===== src/rtl/vga_timing_gen.sv =====
// vga_timing_gen: VGA raster counters with registered blank/sync, a frame-start pulse
// and sync copies delayed to line up with a PIPE_DLY-stage pixel pipeline.
module vga_timing_gen #(
   parameter int H_VISIBLE = 640,
   parameter int H_FP      = 16,
   parameter int H_SYNC    = 96,
   parameter int H_BP      = 48,
   parameter int V_VISIBLE = 480,
   parameter int V_FP      = 10,
   parameter int V_SYNC    = 2,
   parameter int V_BP      = 33,
   parameter int PIPE_DLY  = 2
) (
   input  logic       vga_clk,
   input  logic       reset,
   input  logic       en,
   output logic [9:0] DrawX,
   output logic [9:0] DrawY,
   output logic       blank,
   output logic       hs,
   output logic       vs,
   output logic       hs_d,
   output logic       vs_d,
   output logic       frame_start
);
   localparam logic [9:0] H_LAST = 10'(H_VISIBLE + H_FP + H_SYNC + H_BP - 1);
   localparam logic [9:0] V_LAST = 10'(V_VISIBLE + V_FP + V_SYNC + V_BP - 1);
   localparam logic [9:0] H_VIS  = 10'(H_VISIBLE);
   localparam logic [9:0] V_VIS  = 10'(V_VISIBLE);
   localparam logic [9:0] H_SS   = 10'(H_VISIBLE + H_FP);
   localparam logic [9:0] H_SE   = 10'(H_VISIBLE + H_FP + H_SYNC);
   localparam logic [9:0] V_SS   = 10'(V_VISIBLE + V_FP);
   localparam logic [9:0] V_SE   = 10'(V_VISIBLE + V_FP + V_SYNC);

   logic [9:0] hc_q, hc_d, vc_q, vc_d;
   logic       blank_q, blank_d, hsync_q, hsync_d, vsync_q, vsync_d, fs_q, fs_d;
   logic       h_wrap, v_wrap;

   // Decode from the next counter values so the flags land in the same cycle as DrawX/DrawY.
   always_comb begin
      h_wrap  = hc_q == H_LAST;
      v_wrap  = vc_q == V_LAST;
      hc_d    = en ? (h_wrap ? 10'd0 : hc_q + 10'd1) : hc_q;
      vc_d    = (en && h_wrap) ? (v_wrap ? 10'd0 : vc_q + 10'd1) : vc_q;
      blank_d = (hc_d < H_VIS) && (vc_d < V_VIS);
      hsync_d = !((hc_d >= H_SS) && (hc_d < H_SE));
      vsync_d = !((vc_d >= V_SS) && (vc_d < V_SE));
      fs_d    = en && h_wrap && v_wrap;
   end

   always_ff @(posedge vga_clk or posedge reset) begin
      if (reset) begin
         hc_q    <= 10'd0;
         vc_q    <= 10'd0;
         blank_q <= 1'b1;
         hsync_q <= 1'b1;
         vsync_q <= 1'b1;
         fs_q    <= 1'b0;
      end else begin
         hc_q    <= hc_d;
         vc_q    <= vc_d;
         blank_q <= blank_d;
         hsync_q <= hsync_d;
         vsync_q <= vsync_d;
         fs_q    <= fs_d;
      end
   end

   assign DrawX       = hc_q;
   assign DrawY       = vc_q;
   assign blank       = blank_q;
   assign hs          = hsync_q;
   assign vs          = vsync_q;
   assign frame_start = fs_q & en;

   if (PIPE_DLY == 0) begin : g_nodly
      assign hs_d = hsync_q;
      assign vs_d = vsync_q;
   end else begin : g_dly
      logic [PIPE_DLY-1:0] hsr_q, hsr_d, vsr_q, vsr_d;
      always_comb begin
         hsr_d = en ? PIPE_DLY'({hsr_q, hsync_q}) : hsr_q;
         vsr_d = en ? PIPE_DLY'({vsr_q, vsync_q}) : vsr_q;
      end
      always_ff @(posedge vga_clk or posedge reset) begin
         if (reset) begin
            hsr_q <= '1;
            vsr_q <= '1;
         end else begin
            hsr_q <= hsr_d;
            vsr_q <= vsr_d;
         end
      end
      assign hs_d = hsr_q[PIPE_DLY-1];
      assign vs_d = vsr_q[PIPE_DLY-1];
   end
endmodule


===== config.mk =====
export PLATFORM = sky130hd
export DESIGN_NAME = vga_timing_gen
export DESIGN_NICKNAME = d
export VERILOG_FILES = /design/src/rtl/vga_timing_gen.sv
export SDC_FILE = /design/constraint.sdc
export NUM_CORES = 1
export LEC_CHECK = 0
export ABC_AREA = 1
export BUFFER_PORTS_ARGS = -buffer_cell sky130_fd_sc_hd__buf_2
export CAP_MARGIN = 20
export CORE_MARGIN = 2
export CORE_UTILIZATION = 50
export CTS_CLUSTER_SIZE = 10
export DETAILED_ROUTE_END_ITERATION = 12
export PLACE_DENSITY = 0.72
export SLEW_MARGIN = 10
export SYNTH_ARGS = -nofsm -noshare
export SYNTH_HDL_FRONTEND = slang
export SYNTH_SLANG_ARGS = --single-unit

===== constraint.sdc =====
create_clock -name vga_clk -period 4.6 [get_ports vga_clk]
set_input_delay 0.46 -clock vga_clk [delete_from_list [all_inputs] [get_ports vga_clk]]
set_output_delay 0.46 -clock vga_clk [all_outputs]
set_load 0.05 [all_outputs]

==> results.cfg <==
[status]
status = completed

[drt]
dr_total_vias = 1473
routed_via_density = 4.86
drtPass1Iterations = 5
drt-total-wl_um = 3510
drc = 0
wl_per_cell_um = 11.6
drt_iter0_markers = 80
ant_nets = 0

[worst_setup_path]
critPathMostFrequentCell = nand2_1
startpoint_type = register
cp_slowest_cell = dfrtp_1
slowest_delay_ps = 460
worstPathArrival_ps = 2120
setup.worst_path.class = register to register
cp-end-kind = register
rrSetupSlack_ps = 2760
cp_max_fo = 9
cp.required_ps = 4880
cpLargestDelayFamily = simple AND/OR/NAND/NOR gates
path_buf_inv = 0
crit_chain = ha_1 -> nand2_1 -> nor2_4 -> nand4_2 -> nand2_1 -> nand2_1 -> nor2_1 -> nand2_1 -> nor2_1 -> nand2_1

[cells_and_area]
area_growth_pct = 13.9
fin_cells = 303
fillers = 324
diodes = 0
stdcell_area_mm2 = 0.00195
layout-drive-gt1-share_pct = 24.9
fin_nets = 264

[clocking]
htree_levels = 1
path_clk_slew_ps = 150
cts_hold_buf = 0
clock_sinks = 28
clock_latency_ps = 330
cts_tree = done
cts_buffers = 3
cts_root_buf = clkbuf_4
cts_buffer_depth = 2
cts-resized-gates = 0
postCtsSetupBuffers = 0

[synth]
async_flop_share_pct = 100
synth-simple-area-share_pct = 40.9
synth_top_family_by_area = simple AND/OR/NAND/NOR gates
synthCells = 228
synth_flop_cell = dfrtp_1
ys_ff_latch = 28
syn_nets = 234
synth_top_area_share_pct = 30.7
yosysUniqueCellTypes = 33
synth_xor_area_share_pct = 1.02
synthTopCellsByArea = dfrtp_1 (31%), nand2_1 (15%), dfstp_2 (11%)
synthAdderAreaFrac_pct = 2.19
synth_top_area_cell = dfrtp_1
syn_area_mm2 = 0.00171
synthTopCellsByCount = nand2_1 (67), inv_1 (36), nor2_1 (23)
synth_edf_count = 0
muxShareOfSynthArea_pct = 0
avgSynthCellArea_um2 = 7.51
synth-compound-area-share_pct = 3.80
ys_warn_count = 0
synth-seq-area-share_pct = 41.4
yosysMostFrequentCell = nand2_1

[floorplanning]
rows = 21
die-area_mm2 = 0.00391
fp.coreArea_mm2 = 0.00331
initial_core_util_pct = 51.7
die_h_um = 62.5
ioPinCount = 29
fp.dieW_um = 62.5

[sta]
setup_tns_ps = 0
rsz0062_at_grt = no
setup_viol = 0
hold_ws_ps = 166
relSlewSlack_pct = 61.0
layout_setup_ws_ps = 2760
max_freq_ghz = 0.542
min_period_over_period_pct = 40.1
finalClockSkew_ps = 3.22
drv_slew = 0
tightestPinTransition_ps = 584
fin_crit_ps = 1840
finalHoldViolations = 0

[global_routing]
grt_overflow = 0
antenna_found_initial = 0
grt_use_total_pct = 19.4
grt_pass1_wl_um = 6080
grt_max_degree = 29
grt_pass1_vias = 1463

[place]
place_area_mm2 = 0.00187
dp_cells = 298
gp_congestion = 0.875
portBuffers = 28
place_hpwl_um = 2680
post-place-ws_ps = 2720

[min_path]
holdCritPathClass = primary input to async pin

[power]
ir_drop_v = 0.000139
leakagePower_nw = 1.05
p_per_area_mw_per_mm2 = 477

[run]
max-cap-violations = 0
path summary, 6_finish.rpt:
path,from,to,cells after the start
max in group asynchronous,reset,hs$_DFF_PP1_,3
min reg2reg,g_dly.hsr_q[0]$_DFFE_PP1P_,g_dly.hsr_q[0]$_DFFE_PP1P_,2
min in group vga_clk,en,g_dly.hsr_q[0]$_DFFE_PP1P_,3
max,DrawX[0]$_DFF_PP0_,vs$_DFF_PP1_,10
min,reset,DrawY[6]$_DFF_PP0_,2
max reg2reg,DrawX[0]$_DFF_PP0_,vs$_DFF_PP1_,10
cells by family after synthesis:
kind of cell | count (synthesis)
xor gates and xnor gates | 2
DFF | 28
buffers and inverters | 42
adders and majority gates | 3
AOI/OAI and AO/OA | 11
and+or+nand+nor | 142
flip-flops by register name, indices dropped and copies added, names as in the netlist:
signal and count:
fs_q 1, DrawY 10, vs 1, DrawX 10
g_dly.hsr_q 2, g_dly.vsr_q 2, hs 1, blank 1
power by group:
group	internal (W)	leakage, nW	switching (W)
combinational	0.0000978	0.721	0.000298
sequential	0.000303	0.298	0.0000699
clock	0.0000881	0.0279	0.0000744
total	0.000489	1.05	0.000442
layout make-up:
| type | count | area [µm²] | area share (%) |
|---|---|---|---|
| Clock buffer | 3 | 22.5 | 1.15 |
| Clock inverter | 1 | 30.0 | 1.54 |
| Inverter | 38 | 143 | 7.31 |
| Sequential cell | 28 | 709 | 36.4 |
| Multi-Input combinational cell | 158 | 821 | 42.1 |
| Timing Repair Buffer | 29 | 168 | 8.60 |
| Tap cell | 46 | 57.6 | 2.95 |
through the flow:
step	utilization, %	total power, W
finish	58.9	0.000931
global route	58.9	0.000997
CTS	58.1	0.000936
detailed placement	56.5	0.000772
global placement	56.5	0.000763
floorplan	-	0.000688
layout by cell type, fill, tap and decap left out, types with 5 or more instances in the layout:
cell     count
buf_2       28
nand2_2      7
dfstp_2      7
nor2_1      23
nand2_1     67
nand3_1     21
inv_1       36
nand4_1      5
o21ai_0      6
dfrtp_1     21
metal layers:
| layer | part of all wire [%] | wire length (µm) | track usage (%) | vias to the layer above |
|---|---|---|---|---|
| li1 | - | - | - | 760 |
| met1 | 43 | 1530 | 23.2 | 671 |
| met2 | 51 | 1790 | 35.9 | 38 |
| met3 | 4.4 | 154 | 2.52 | 4 |
| met4 | 1.2 | 42 | 6.39 | 0 |
| met5 | 0 | 0 | 0 | - |
Note: power is estimated with default switching activity, not from simulation.
